<file path="src/rtl/sram_pkg.sv">
// Shared definitions for the SRAM burst master: FSM encoding and the
// response FIFO geometry.
package sram_pkg;

    typedef enum logic [1:0] {
        ST_IDLE  = 2'd0,
        ST_WRITE = 2'd1,
        ST_READ  = 2'd2
    } state_t;

    localparam int FIFO_DEPTH = 2;
    localparam int FIFO_CNT_W = $clog2(FIFO_DEPTH + 1);
    localparam int PTR_W      = (FIFO_DEPTH > 1) ? $clog2(FIFO_DEPTH) : 1;

    function automatic logic [PTR_W-1:0] ptr_inc(input logic [PTR_W-1:0] ptr);
        return (ptr == PTR_W'(FIFO_DEPTH - 1)) ? '0 : ptr + 1'b1;
    endfunction

endpackage

</file>
<file path="src/rtl/sram_resp_fifo.sv">
// Small response buffer for SRAM read data; each entry carries the data word
// and the burst-final flag.
module sram_resp_fifo
    import sram_pkg::*;
#(
    parameter int DATA_WIDTH = 32
) (
    input  logic                  clk,
    input  logic                  rst,
    input  logic                  push,
    input  logic [DATA_WIDTH-1:0] push_data,
    input  logic                  push_last,
    input  logic                  pop,
    output logic                  valid,
    output logic [DATA_WIDTH-1:0] data,
    output logic                  last,
    output logic [FIFO_CNT_W-1:0] count
);

    logic [DATA_WIDTH-1:0] data_mem [FIFO_DEPTH];
    logic                  last_mem [FIFO_DEPTH];
    logic [PTR_W-1:0]      wr_ptr;
    logic [PTR_W-1:0]      rd_ptr;

    always_ff @(posedge clk or posedge rst) begin
        if (rst) begin
            wr_ptr <= '0;
            rd_ptr <= '0;
            count  <= '0;
        end else begin
            if (push) begin
                wr_ptr <= ptr_inc(wr_ptr);
            end
            if (pop) begin
                rd_ptr <= ptr_inc(rd_ptr);
            end
            count <= count + FIFO_CNT_W'(push) - FIFO_CNT_W'(pop);
        end
    end

    // NOTE: storage is left unreset; the pointers and count define what is
    // valid, and the head is masked while empty so stale words never escape.
    always_ff @(posedge clk) begin
        if (push) begin
            data_mem[wr_ptr] <= push_data;
            last_mem[wr_ptr] <= push_last;
        end
    end

    assign valid = (count != '0);
    assign data  = valid ? data_mem[rd_ptr] : '0;
    assign last  = valid & last_mem[rd_ptr];

endmodule

</file>
<file path="src/rtl/sram_burst_master.sv">
// Burst master for a single-port SRAM with a 1-cycle registered read port:
// accepts write/read burst commands and streams beats at one per cycle.
module sram_burst_master
    import sram_pkg::*;
#(
    parameter int ADDR_WIDTH = 4,
    parameter int DATA_WIDTH = 32,
    parameter int LEN_WIDTH  = 4
) (
    input  logic                  i_clk,
    input  logic                  i_rst,
    input  logic                  i_cmd_valid,
    output logic                  o_cmd_ready,
    input  logic                  i_cmd_write,
    input  logic [ADDR_WIDTH-1:0] i_cmd_addr,
    input  logic [LEN_WIDTH-1:0]  i_cmd_len,
    input  logic                  i_wdata_valid,
    output logic                  o_wdata_ready,
    input  logic [DATA_WIDTH-1:0] i_wdata,
    output logic                  o_rdata_valid,
    input  logic                  i_rdata_ready,
    output logic [DATA_WIDTH-1:0] o_rdata,
    output logic                  o_rdata_last,
    output logic                  o_busy,
    output logic [ADDR_WIDTH-1:0] o_sram_addr,
    output logic                  o_sram_write,
    output logic [DATA_WIDTH-1:0] o_sram_data,
    input  logic [DATA_WIDTH-1:0] i_sram_data
);

    state_t                 state;
    logic [ADDR_WIDTH-1:0]  addr;
    logic [LEN_WIDTH:0]     beats_left;
    logic                   rd_inflight;
    logic                   rd_inflight_last;

    logic                   fifo_valid;
    logic [DATA_WIDTH-1:0]  fifo_data;
    logic                   fifo_last;
    logic [FIFO_CNT_W-1:0]  fifo_count;

    logic                   write_fire;
    logic                   issue;
    logic                   pop;
    logic                   final_beat;
    logic [FIFO_CNT_W:0]    committed;

    // NOTE: every always_comb output gets a default first so no path can
    // leave it unassigned and infer a latch.
    always_comb begin
        write_fire = 1'b0;
        issue      = 1'b0;
        pop        = fifo_valid & i_rdata_ready;
        final_beat = (beats_left == (LEN_WIDTH+1)'(1));
        // Entries buffered plus reads in flight, after this cycle's pop.
        committed  = {1'b0, fifo_count} + (FIFO_CNT_W+1)'(rd_inflight)
                   - (FIFO_CNT_W+1)'(pop);
        if (state == ST_WRITE) begin
            write_fire = i_wdata_valid;
        end
        if (state == ST_READ) begin
            issue = (committed < (FIFO_CNT_W+1)'(FIFO_DEPTH));
        end
    end

    // NOTE: sequential state uses non-blocking assignments only, so every
    // register samples the pre-edge values of the others.
    always_ff @(posedge i_clk or posedge i_rst) begin
        if (i_rst) begin
            state            <= ST_IDLE;
            addr             <= '0;
            beats_left       <= '0;
            rd_inflight      <= 1'b0;
            rd_inflight_last <= 1'b0;
        end else begin
            rd_inflight      <= issue;
            rd_inflight_last <= issue & final_beat;
            case (state)
                ST_IDLE: begin
                    if (i_cmd_valid) begin
                        addr       <= i_cmd_addr;
                        beats_left <= {1'b0, i_cmd_len} + (LEN_WIDTH+1)'(1);
                        state      <= i_cmd_write ? ST_WRITE : ST_READ;
                    end
                end
                ST_WRITE, ST_READ: begin
                    if (write_fire || issue) begin
                        addr       <= addr + ADDR_WIDTH'(1);
                        beats_left <= beats_left - (LEN_WIDTH+1)'(1);
                        if (final_beat) begin
                            state <= ST_IDLE;
                        end
                    end
                end
                default: state <= ST_IDLE;
            endcase
        end
    end

    // Read data is captured the cycle after issue, tagged with its last flag.
    sram_resp_fifo #(
        .DATA_WIDTH(DATA_WIDTH)
    ) u_resp_fifo (
        .clk       (i_clk),
        .rst       (i_rst),
        .push      (rd_inflight),
        .push_data (i_sram_data),
        .push_last (rd_inflight_last),
        .pop       (pop),
        .valid     (fifo_valid),
        .data      (fifo_data),
        .last      (fifo_last),
        .count     (fifo_count)
    );

    assign o_cmd_ready   = (state == ST_IDLE) & ~i_rst;
    assign o_wdata_ready = (state == ST_WRITE);
    assign o_sram_write  = write_fire;
    assign o_sram_addr   = (state == ST_IDLE) ? '0 : addr;
    assign o_sram_data   = write_fire ? i_wdata : '0;
    assign o_rdata_valid = fifo_valid;
    assign o_rdata       = fifo_data;
    assign o_rdata_last  = fifo_last;
    assign o_busy        = (state != ST_IDLE) | rd_inflight | fifo_valid;

endmodule

</file>
<file path="config.mk">
export PLATFORM = sky130hd
export DESIGN_NAME = sram_burst_master
export DESIGN_NICKNAME = d
export VERILOG_FILES = /design/src/rtl/sram_pkg.sv /design/src/rtl/sram_resp_fifo.sv /design/src/rtl/sram_burst_master.sv
export SDC_FILE = /design/constraint.sdc
export NUM_CORES = 1
export LEC_CHECK = 0
export BUFFER_PORTS_ARGS = -buffer_cell sky130_fd_sc_hd__buf_2
export CAP_MARGIN = 25
export CORE_MARGIN = 2
export CORE_UTILIZATION = 44
export CTS_CLUSTER_SIZE = 8
export DETAILED_ROUTE_END_ITERATION = 6
export PLACE_DENSITY = 0.84
export RECOVER_POWER = 100
export SLEW_MARGIN = 20
export SYNTH_ARGS = -nofsm -noshare
export SYNTH_HDL_FRONTEND = slang
export SYNTH_HIERARCHICAL = 1
export SYNTH_SLANG_ARGS = --single-unit
export TNS_END_PERCENT = 20
</file>
<file path="constraint.sdc">
create_clock -name i_clk -period 2.8 [get_ports i_clk]
set_input_delay 0.56 -clock i_clk [delete_from_list [all_inputs] [get_ports i_clk]]
set_output_delay 0.56 -clock i_clk [all_outputs]
set_load 0.02 [all_outputs]
</file>
Yosys cells after proc, flatten, opt, wreduce, memory -nomap -nowiden. Memory sizes are Yosys's and may differ from the RTL's. Index checks and enable logic that the tools add are counted.

Add/subtract/negate cells: 9. Order comparisons: 1. Equal/unequal tests: 6. Multiplexer cells: 20. Bitwise gates (word level): 7. Reductions and logical operators: 8.

Operator list (number): two-way mux 32 bit (2); two-way mux 4 bit (3); two-way mux 5 bit (2); case mux 5 bit (2 select lines) (1); two-way mux 2 bit (4); case mux 4 bit (2 select lines) (1); two-way mux 1 bit (6); != test 2 bit (second input constant) (3); AND reduction 3 bit (2); nonzero test 2 bit (3); adder 4 x 1 -> 5 bit (second input constant) (1); equality test 5 x 1 -> 1 bit (second input constant) (1); subtractor 5 x 1 -> 5 bit (second input constant) (1); adder 4 x 1 -> 4 bit (second input constant) (1); AND 1 bit (4); case mux 2 bit (2 select lines) (1); adder 2 x 1 -> 3 bit (1); less-than comparator 3 x 2 -> 1 bit (second input constant) (1); subtractor 3 x 1 -> 3 bit (1); adder 1 bit (second input constant) (2); adder 2 x 1 -> 2 bit (1); equality test 2 x 1 -> 1 bit (second input constant) (1); equality test 2 bit (second input constant) (1); zero test 2 bit (1); 5 further kinds (6).

Flip-flop bits (word level): 17. RAM bits: 66. Logic and storage cells: 61. Memories: 2.

Memory list: u_resp_fifo.data_mem (words 2, width 32, read ports 1, clocked after Yosys merged registers in 0, write ports 1, line sram_resp_fifo.sv:20) `logic [DATA_WIDTH-1:0] data_mem [FIFO_DEPTH];`; u_resp_fifo.last_mem (words 2, width 1, read ports 1, clocked after Yosys merged registers in 0, write ports 1, line sram_resp_fifo.sv:21) `logic last_mem [FIFO_DEPTH];`.

Longest topological paths before layout. Gate-level depths: netlist of run 1.

Depth in word-level cells: 8. Gate-level depth with buffers: 11. Depth with buffers taken out: 10.

Cells and area by module. The synthesis of run 1 kept the hierarchy.

By module, submodules not included: sram_resp_fifo (instances 1, cells an instance 156, area an instance 2716.4 um2); sram_burst_master (instances 1, cells an instance 148, area an instance 1184.9 um2).

Worst setup path before layout of run 1. Ideal clock, no wire load.

Kind: register to register. From: register u_resp_fifo.count[1]. To: register state[0]. Setup time: 124 ps. Data arrival time: 2880 ps. Data required time: 2676 ps. Slack: -204 ps. Stages on the path, launching flop included: 12. Buffers on the path: 1. Cells stage by stage: dfrtp_1 nor2_2 buf_2 inv_1 and2_1 ha_1 nand2b_1 fa_1 nand2_1 o211a_4 a221o_2 mux2i_1.

Cells in the longest elaborated chain, start to end: 8. Elaborated cells between the ends (all ways): 9. Classes of those cells: add/sub: 2; order compare: 1; eq/ne: 1; mux: 1; bitwise: 1; reduce/logical: 3.

Ends and longest elaborated chain: start, declared (line sram_resp_fifo.sv:17) `output logic [FIFO_CNT_W-1:0] count`; start signal, assigned (line sram_resp_fifo.sv:37) `count <= count + FIFO_CNT_W'(push) - FIFO_CNT_W'(pop);`; nonzero test 2 bit (line sram_resp_fifo.sv:50) `assign valid = (count != '0);`; via o_rdata_valid (line sram_burst_master.sv:20) `output logic o_rdata_valid,`; AND 1 bit (line sram_burst_master.sv:53) `pop = fifo_valid & i_rdata_ready;`; via pop (line sram_burst_master.sv:44) `logic pop;`; subtractor 3 x 1 -> 3 bit (line sram_burst_master.sv:57) `- (FIFO_CNT_W+1)'(pop);`; less-than comparator 3 x 2 -> 1 bit (line sram_burst_master.sv:62) `issue = (committed < (FIFO_CNT_W+1)'(FIFO_DEPTH));`; two-way mux 1 bit (line sram_burst_master.sv:61) `if (state == ST_READ) begin`; logical OR 1 bit (line sram_burst_master.sv:87) `if (write_fire || issue) begin`; != test 2 bit (no line); AND reduction 3 bit (no line); end signal, assigned (line sram_burst_master.sv:83) `state <= i_cmd_write ? ST_WRITE : ST_READ;`; end, declared (line sram_burst_master.sv:31) `state_t state;`.

The timed path passes the listed nets, and every way through them passes these cells. A chain may end at the register's enable or synchronous reset.

Worst setup path in the final report of run 1.
From: register u_resp_fifo.count[1]. To: register state[0].

Cells in the longest elaborated chain, start to end: 8. Elaborated cells between the ends (all ways): 9. Classes of those cells: add/sub: 2; order compare: 1; eq/ne: 1; mux: 1; bitwise: 1; reduce/logical: 3.

Ends and longest elaborated chain (line): nonzero test 2 bit (sram_resp_fifo.sv:50); AND 1 bit (sram_burst_master.sv:53); via pop (sram_burst_master.sv:44); subtractor 3 x 1 -> 3 bit (sram_burst_master.sv:57); less-than comparator 3 x 2 -> 1 bit (sram_burst_master.sv:62); two-way mux 1 bit (sram_burst_master.sv:61); logical OR 1 bit (sram_burst_master.sv:87); != test 2 bit (no line); AND reduction 3 bit (no line).

The timed path passes the listed nets, and every way through them passes these cells.

==> results of run 1 <==
[kinds of logic (layout without fill, tap and decap cells)]
family          after synthesis  in the layout  synth area share (%)
buf+inv                      30            191                  4.52
mux                          38             38                  9.78
simple gates                105            105                  13.7
flops                        83             83                  61.7
fa+ha+maj                    11             11                  3.72
compound gates               30             30                  5.04
xor+xnor                      7              7                  1.57
[power groups by stage]
stage	Combinational, mW	Clock, mW	Sequential, mW
after floorplan	1.94	0	1.72
after global placement	2.41	0	1.81
after detailed placement	2.48	0	1.83
after CTS	2.49	0.868	1.80
after global routing	2.71	0.923	1.82
final	2.47	0.852	1.79
[worst paths after layout]
path | from | to | slack, ns | depth (start not counted)
max | u_resp_fifo/count[1]$_DFF_PP0_ | state[0]$_DFFE_PP0P_ | 0.1 | 10
min | i_rst | u_resp_fifo/rd_ptr$_DFFE_PP0P_ | 0.13 | 2
max reg2reg | u_resp_fifo/count[1]$_DFF_PP0_ | state[0]$_DFFE_PP0P_ | 0.1 | 10
min reg2reg | rd_inflight_last$_DFF_PP0_ | u_resp_fifo/last_mem[1]$_DFFE_PP_ | 0.47 | 0
max in group asynchronous | i_rst | beats_left[2]$_DFFE_PP0P_ | 2.20 | 2
min in group i_clk | i_sram_data[16] | u_resp_fifo/data_mem[1][16]$_DFFE_PP_ | 0.41 | 1
[placed cells by master (no fill, tap or decap), types with 3 or more instances in the layout]
cell       instances
clkbuf_2          13
nand3_1            7
xnor2_1            3
clkbuf_1          86
buf_4              4
dfrtp_1           15
o21ai_0           15
nand2_1            4
buf_2             57
mux2i_1           37
clkbuf_8           9
nor2b_1            7
nand2b_1           3
nor2_1            42
xor2_1             3
a2bb2oi_1          3
a21oi_1            4
edfxtp_1          66
inv_1             13
and3_1            32
ha_1              10
[state kept, by name, summed over array words and instances, names as in the netlist]
name                  cells
state                     2
rd_inflight_last          1
beats_left                5
u_resp_fifo/data_mem     64
rd_inflight               1
addr                      4
u_resp_fifo/rd_ptr        1
u_resp_fifo/last_mem      2
u_resp_fifo/wr_ptr        1
u_resp_fifo/count         2
[worst max-delay path, cell delays in order, from the launching register on]
cell and delay [ns]:
dfrtp_2 0.44, nor2_4 0.13, inv_2 0.05, and2_4 0.17, ha_1 0.27, nand2b_1 0.16, fa_2 0.57, nand2_4 0.07
o211a_4 0.27, a221o_2 0.34, mux2i_1 0.13
[final cells by class]
cell class / count / area [sq um] / share of cell area, %
Timing Repair Buffer: 161 / 711 / 14.7
Clock inverter: 7 / 75.1 / 1.55
Inverter: 14 / 52.6 / 1.08
Sequential cell: 83 / 2410 / 49.7
Tap cell: 108 / 135 / 2.79
Clock buffer: 9 / 124 / 2.55
Multi-Input combinational cell: 191 / 1340 / 27.7
[repair_timing]
item / in CTS / in global routing
hold buffers: 0 / 0
setup endpoints to repair: 0 / 6
buffers inserted: 0 / 3
resized for setup: 0 / 3
hold endpoints to repair: 0 / 0
[per-layer routing]
metal	routed length (microns)	part of all wire [%]
met1	3550	42
met2	4270	50
met3	587	6.9
met4	75	0.88
met5	0	0
==> impl_metrics.tcl, run 1 <==
set metrics [dict create \
    globalRouteMet3Util_pct 3.79 \
    wl_per_cell_microns 14.8 \
    cap_violations 0 \
    fin_crit_sh_pct 96.5 \
    die_x_microns 98.2 \
    cts-root-buf "clkbuf_8" \
    post-route-drc-count 0 \
    fin_skew_ns 0.00789 \
    cts_max_level 3 \
    antenna_found_initial 0 \
    ys_warn_count 6 \
    place_ws_ns 0.0317 \
    synth_top_area_share_pct 50.8 \
    worstSetupEndpointType "flip-flop" \
    busiest_layer "met2" \
    core_sq_um 8680 \
    clkLatencyLatePin_ns 0.34 \
    rsz0062_at_grt "no" \
    syn_inst 304 \
    async_flop_share_pct 20.5 \
    drive_gt1_share_pct 21.9 \
    grt_util_all_layers_pct 17.4 \
    synth_cell_types 37 \
    wl_microns 8490 \
    syn-num-nets 393 \
    yosysSeqAreaShare_pct 61.7 \
    p_sw_share_pct 43.1 \
    setup_ws_ns 0.0975 \
    num_io_pins 152 \
    grt_max_degree 35 \
    n_antenna_cell 0 \
    synthFlopType "edfxtp_1" \
    port-buffer-count 151 \
    p_int_mw 2.91 \
    instances_no_fill 573 \
    fp.dieH_microns 98.2 \
    use_met2_pct 30.2 \
    detailroute.via_count 2939 \
    drt_first_pass_iters 6 \
    clock_sinks 83 \
    synth.most_common_cell "edfxtp_1" \
    area_growth_pct 24.3 \
    worstSetupPathType "flip-flop to flip-flop" \
    fillers 787 \
    grt_pass1_wl_microns 13600 \
    nets 549 \
    worst_slew_pin_slew_ns 1.23 \
    cp.required_ns 3.02 \
    place_area_sq_um 4750 \
    initial_core_util_pct 45.0 \
    hpwlAfterDp_microns 6270 \
    hold_ws_ns 0.126 \
    fin_util_pct 55.9 \
    hold_viol_final 0 \
    ant_nets 0 \
    gp_congestion 0.883 \
    placed_cells 554 \
    synth_area_leaders "edfxtp_1 51%, dfrtp_1 11%, mux2i_1 9.5%" \
    max_slew_margin_pct 18.0 \
    critPathMaxFanout 7 \
    finalInstanceArea_sq_um 4850 \
    via_per_inst 5.13 \
    die_area_sq_um 9640 \
    p_leak_nw 2.09 \
    grt_pass1_vias 2908 \
    synth_area_sq_um 3900 \
    min_path_type "primary input to asynchronous set/reset pin" \
    power_mw 5.11 \
    drtIter0Drc 74 \
    status "finished clean" \
    synth.top_cells.by_count "66 x edfxtp_1, 42 x nor2_1, 37 x mux2i_1" \
    final.min_clock_period_ns 2.70 \
    syn_area_per_cell_sq_um 12.8 \
    p_seq_share_pct 35.0 \
    core.rowCount 34 \
    grt_overflow 0 \
    clkTransAtPathRegs_ns 0.09 \
    grtUsageMet1_pct 21.9 \
    cts_buffer_depth 2 \
    power_density_nw_per_um2 1050 \
    finalSetupViolations 0 \
    synth-edff-count 66 \
    setup_tns_ns 0 \
    synth_top_area_cell "edfxtp_1" \
    p_sw_mw 2.20 \
    report.final.slew_viol_count 0 \
    crit_path_start_kind "flip-flop" \
    max_freq_mhz 370 \
    cts_tree "yes" \
    comb_power_share_pct 48.3 \
    cts_buffers 9 \
    ys_seq_elements 83 \
    clkPwrFrac_pct 16.7 \
    cp.arrival_ns 2.93 \
    ir_drop_uv 654 \
]
(Power assumes the default switching activity.)
==> run 2: changes to the inputs <==
--- a/config.mk
+++ b/config.mk
@@ -5,13 +5,12 @@
 export SDC_FILE = /design/constraint.sdc
 export NUM_CORES = 1
 export LEC_CHECK = 0
-export BUFFER_PORTS_ARGS = -buffer_cell sky130_fd_sc_hd__buf_2
 export CAP_MARGIN = 25
 export CORE_MARGIN = 2
-export CORE_UTILIZATION = 44
-export CTS_CLUSTER_SIZE = 8
+export CORE_UTILIZATION = 57
 export DETAILED_ROUTE_END_ITERATION = 6
-export PLACE_DENSITY = 0.84
+export DONT_BUFFER_PORTS = 1
+export PLACE_DENSITY = 0.83
 export RECOVER_POWER = 100
 export SLEW_MARGIN = 20
 export SYNTH_ARGS = -nofsm -noshare
==> run 2 against run 1 <==
  * Clock skew rose by 0.0053 ns
  * Critical path type unchanged
  * Clock power is 4.2% lower
  * Setup slack lost 0.020 ns
==> impl_metrics.tcl, run 2 (synthesis gave the netlist of run 1 again) <==
set metrics [dict create \
    seq_area_sq_um 2410 \
    die_x_microns 86.7 \
    fin_skew_ns 0.0132 \
    clkTransAtPathRegs_ns 0.08 \
    ant_nets 0 \
    grt_util_all_layers_pct 21.0 \
    crit_family "adder cells" \
    worstSetupPathType "flip-flop to flip-flop" \
    finalSetupViolations 0 \
    multi_input_area_sq_um 1360 \
    n_antenna_cell 0 \
    regToRegSetupSlack_ns 0.08 \
    core.rowCount 30 \
    antenna_found_initial 0 \
    instances_no_fill 395 \
    fin_crit_sh_pct 97.2 \
    num_io_pins 152 \
    cts_max_level 3 \
    gp_congestion 1.02 \
    die_area_sq_um 7520 \
    placed_cells 374 \
    cp.required_ns 3.06 \
    reg.largest.list "u_resp_fifo/data_mem: 64 flops, beats_left: 5 flops, addr: 4 flops" \
    final_cell_mix "66 x edfxtp_1, 42 x nor2_1, 37 x mux2i_1" \
    timing.rr.start "u_resp_fifo/count[0]$_DFF_PP0_" \
    critPathLaunch "u_resp_fifo/count[0]$_DFF_PP0_" \
    hold_ws_ns 0.126 \
    via_per_inst 6.09 \
    cts_buffers 9 \
    drive_gt1_share_pct 12.7 \
    place_area_sq_um 3970 \
    cap_violations 0 \
    post-route-drc-count 0 \
    crit_path_start_kind "flip-flop" \
    slowest_delay_ns 0.61 \
    fp.dieH_microns 86.7 \
    grt_max_degree 35 \
    power_mw 4.89 \
    max_freq_mhz 367 \
    area_growth_pct 8.60 \
    largest_reg_flops 64 \
    crit_chain "nor2_4 > inv_4 > and2_4 > ha_1 > nand2b_4 > fa_2 > nand2_4 > o211a_4 > a221o_2 > mux2i_1" \
    clkLatencyLatePin_ns 0.35 \
    max_slew_margin_pct 52.3 \
    power_density_nw_per_um2 1150 \
    cp.arrival_ns 2.98 \
    grt_pass1_wl_microns 11500 \
    p_leak_nw 1.75 \
    worstSetupEndpointType "flip-flop" \
    top_register "u_resp_fifo/data_mem" \
    ff2ff_path_depth 10 \
    fillers 476 \
    hold_viol_final 0 \
    final.min_clock_period_ns 2.72 \
    status "finished clean" \
    ir_drop_uv 767 \
    layout_commonest_cell "edfxtp_1" \
    clock_sinks 83 \
    initial_core_util_pct 58.1 \
    cts_tree "yes" \
    min_path_type "primary input to asynchronous set/reset pin" \
    grt_pass1_vias 2246 \
    finalInstanceArea_sq_um 4240 \
    core_sq_um 6720 \
    cts_buffer_depth 2 \
    report.final.slew_viol_count 0 \
    port-buffer-count 0 \
    cp_slowest_cell "fa_2" \
    nets 400 \
    worst_slew_pin_slew_ns 0.715 \
    hpwlAfterDp_microns 5710 \
    drt_first_pass_iters 4 \
    r2r_end "state[1]$_DFFE_PP0P_" \
    critPathMaxFanout 7 \
    wl_per_cell_microns 20.4 \
    path_buf_inv 1 \
    detailroute.via_count 2407 \
    cts-root-buf "clkbuf_8" \
    grt_overflow 0 \
    wl_microns 8060 \
    drtIter0Drc 65 \
]
## run 2: layout make-up
type | count | area share, %
timing repair buffer | 12 | 2.78
multi-input combinational | 191 | 32.2
clock inverter | 6 | 1.57
clock buffer | 9 | 2.92
inverter | 14 | 1.30
sequential | 83 | 56.9
tap | 80 | 2.36
## run 2: routing by layer
layer | vias up | track usage, % | part of all wire, %
met3 | 17 | 7.33 | 7.9
li1 | 1112 | - | -
met4 | 0 | 8.52 | 2.7
met5 | - | 0 | 0
met1 | 1149 | 21.8 | 37
met2 | 129 | 38.5 | 53
## run 2: report_power, final
group	total (mW)	leakage, nW	internal [mW]	switching (mW)
Sequential	1.78	0.804	1.59	0.193
Clock	0.816	0.0894	0.408	0.408
Combinational	2.29	0.860	0.786	1.50
## run 2: worst max path at each step
stage | cells after the start | end
after floorplan | 11 | state[0]$_DFFE_PP0P_
after global placement | 10 | beats_left[0]$_DFFE_PP0P_
after detailed placement | 10 | beats_left[0]$_DFFE_PP0P_
after CTS | 10 | beats_left[0]$_DFFE_PP0P_
after global routing | 10 | state[1]$_DFFE_PP0P_
final | 10 | state[1]$_DFFE_PP0P_
## run 2: metrics by stage
stage / utilization [%] / setup WS [ns] / TNS [ns]
finish: 63.1 / 0.0778 / 0
detailed placement: 59.1 / -0.00599 / -0.00599
floorplan: - / 0.00460 / 0
global route: 63.1 / -0.0115 / -0.0178
global placement: 59.1 / 0.107 / 0
CTS: 62.4 / 0.0469 / 0
## run 2: timing repair
action,CTS,global route
hold buffers,1,0
endpoints found under the setup margin,2,6
resized for setup,1,5
setup buffers,2,3
endpoints found under the hold margin,4,0
pin swaps,1,7
## run 2: worst reg2reg max path: stages (launching register included)
cell	delay (ns)
dfrtp_1	0.42
nor2_4	0.15
inv_4	0.07
and2_4	0.14
ha_1	0.27
nand2b_4	0.15
fa_2	0.61
nand2_4	0.07
o211a_4	0.26
a221o_2	0.33
mux2i_1	0.17
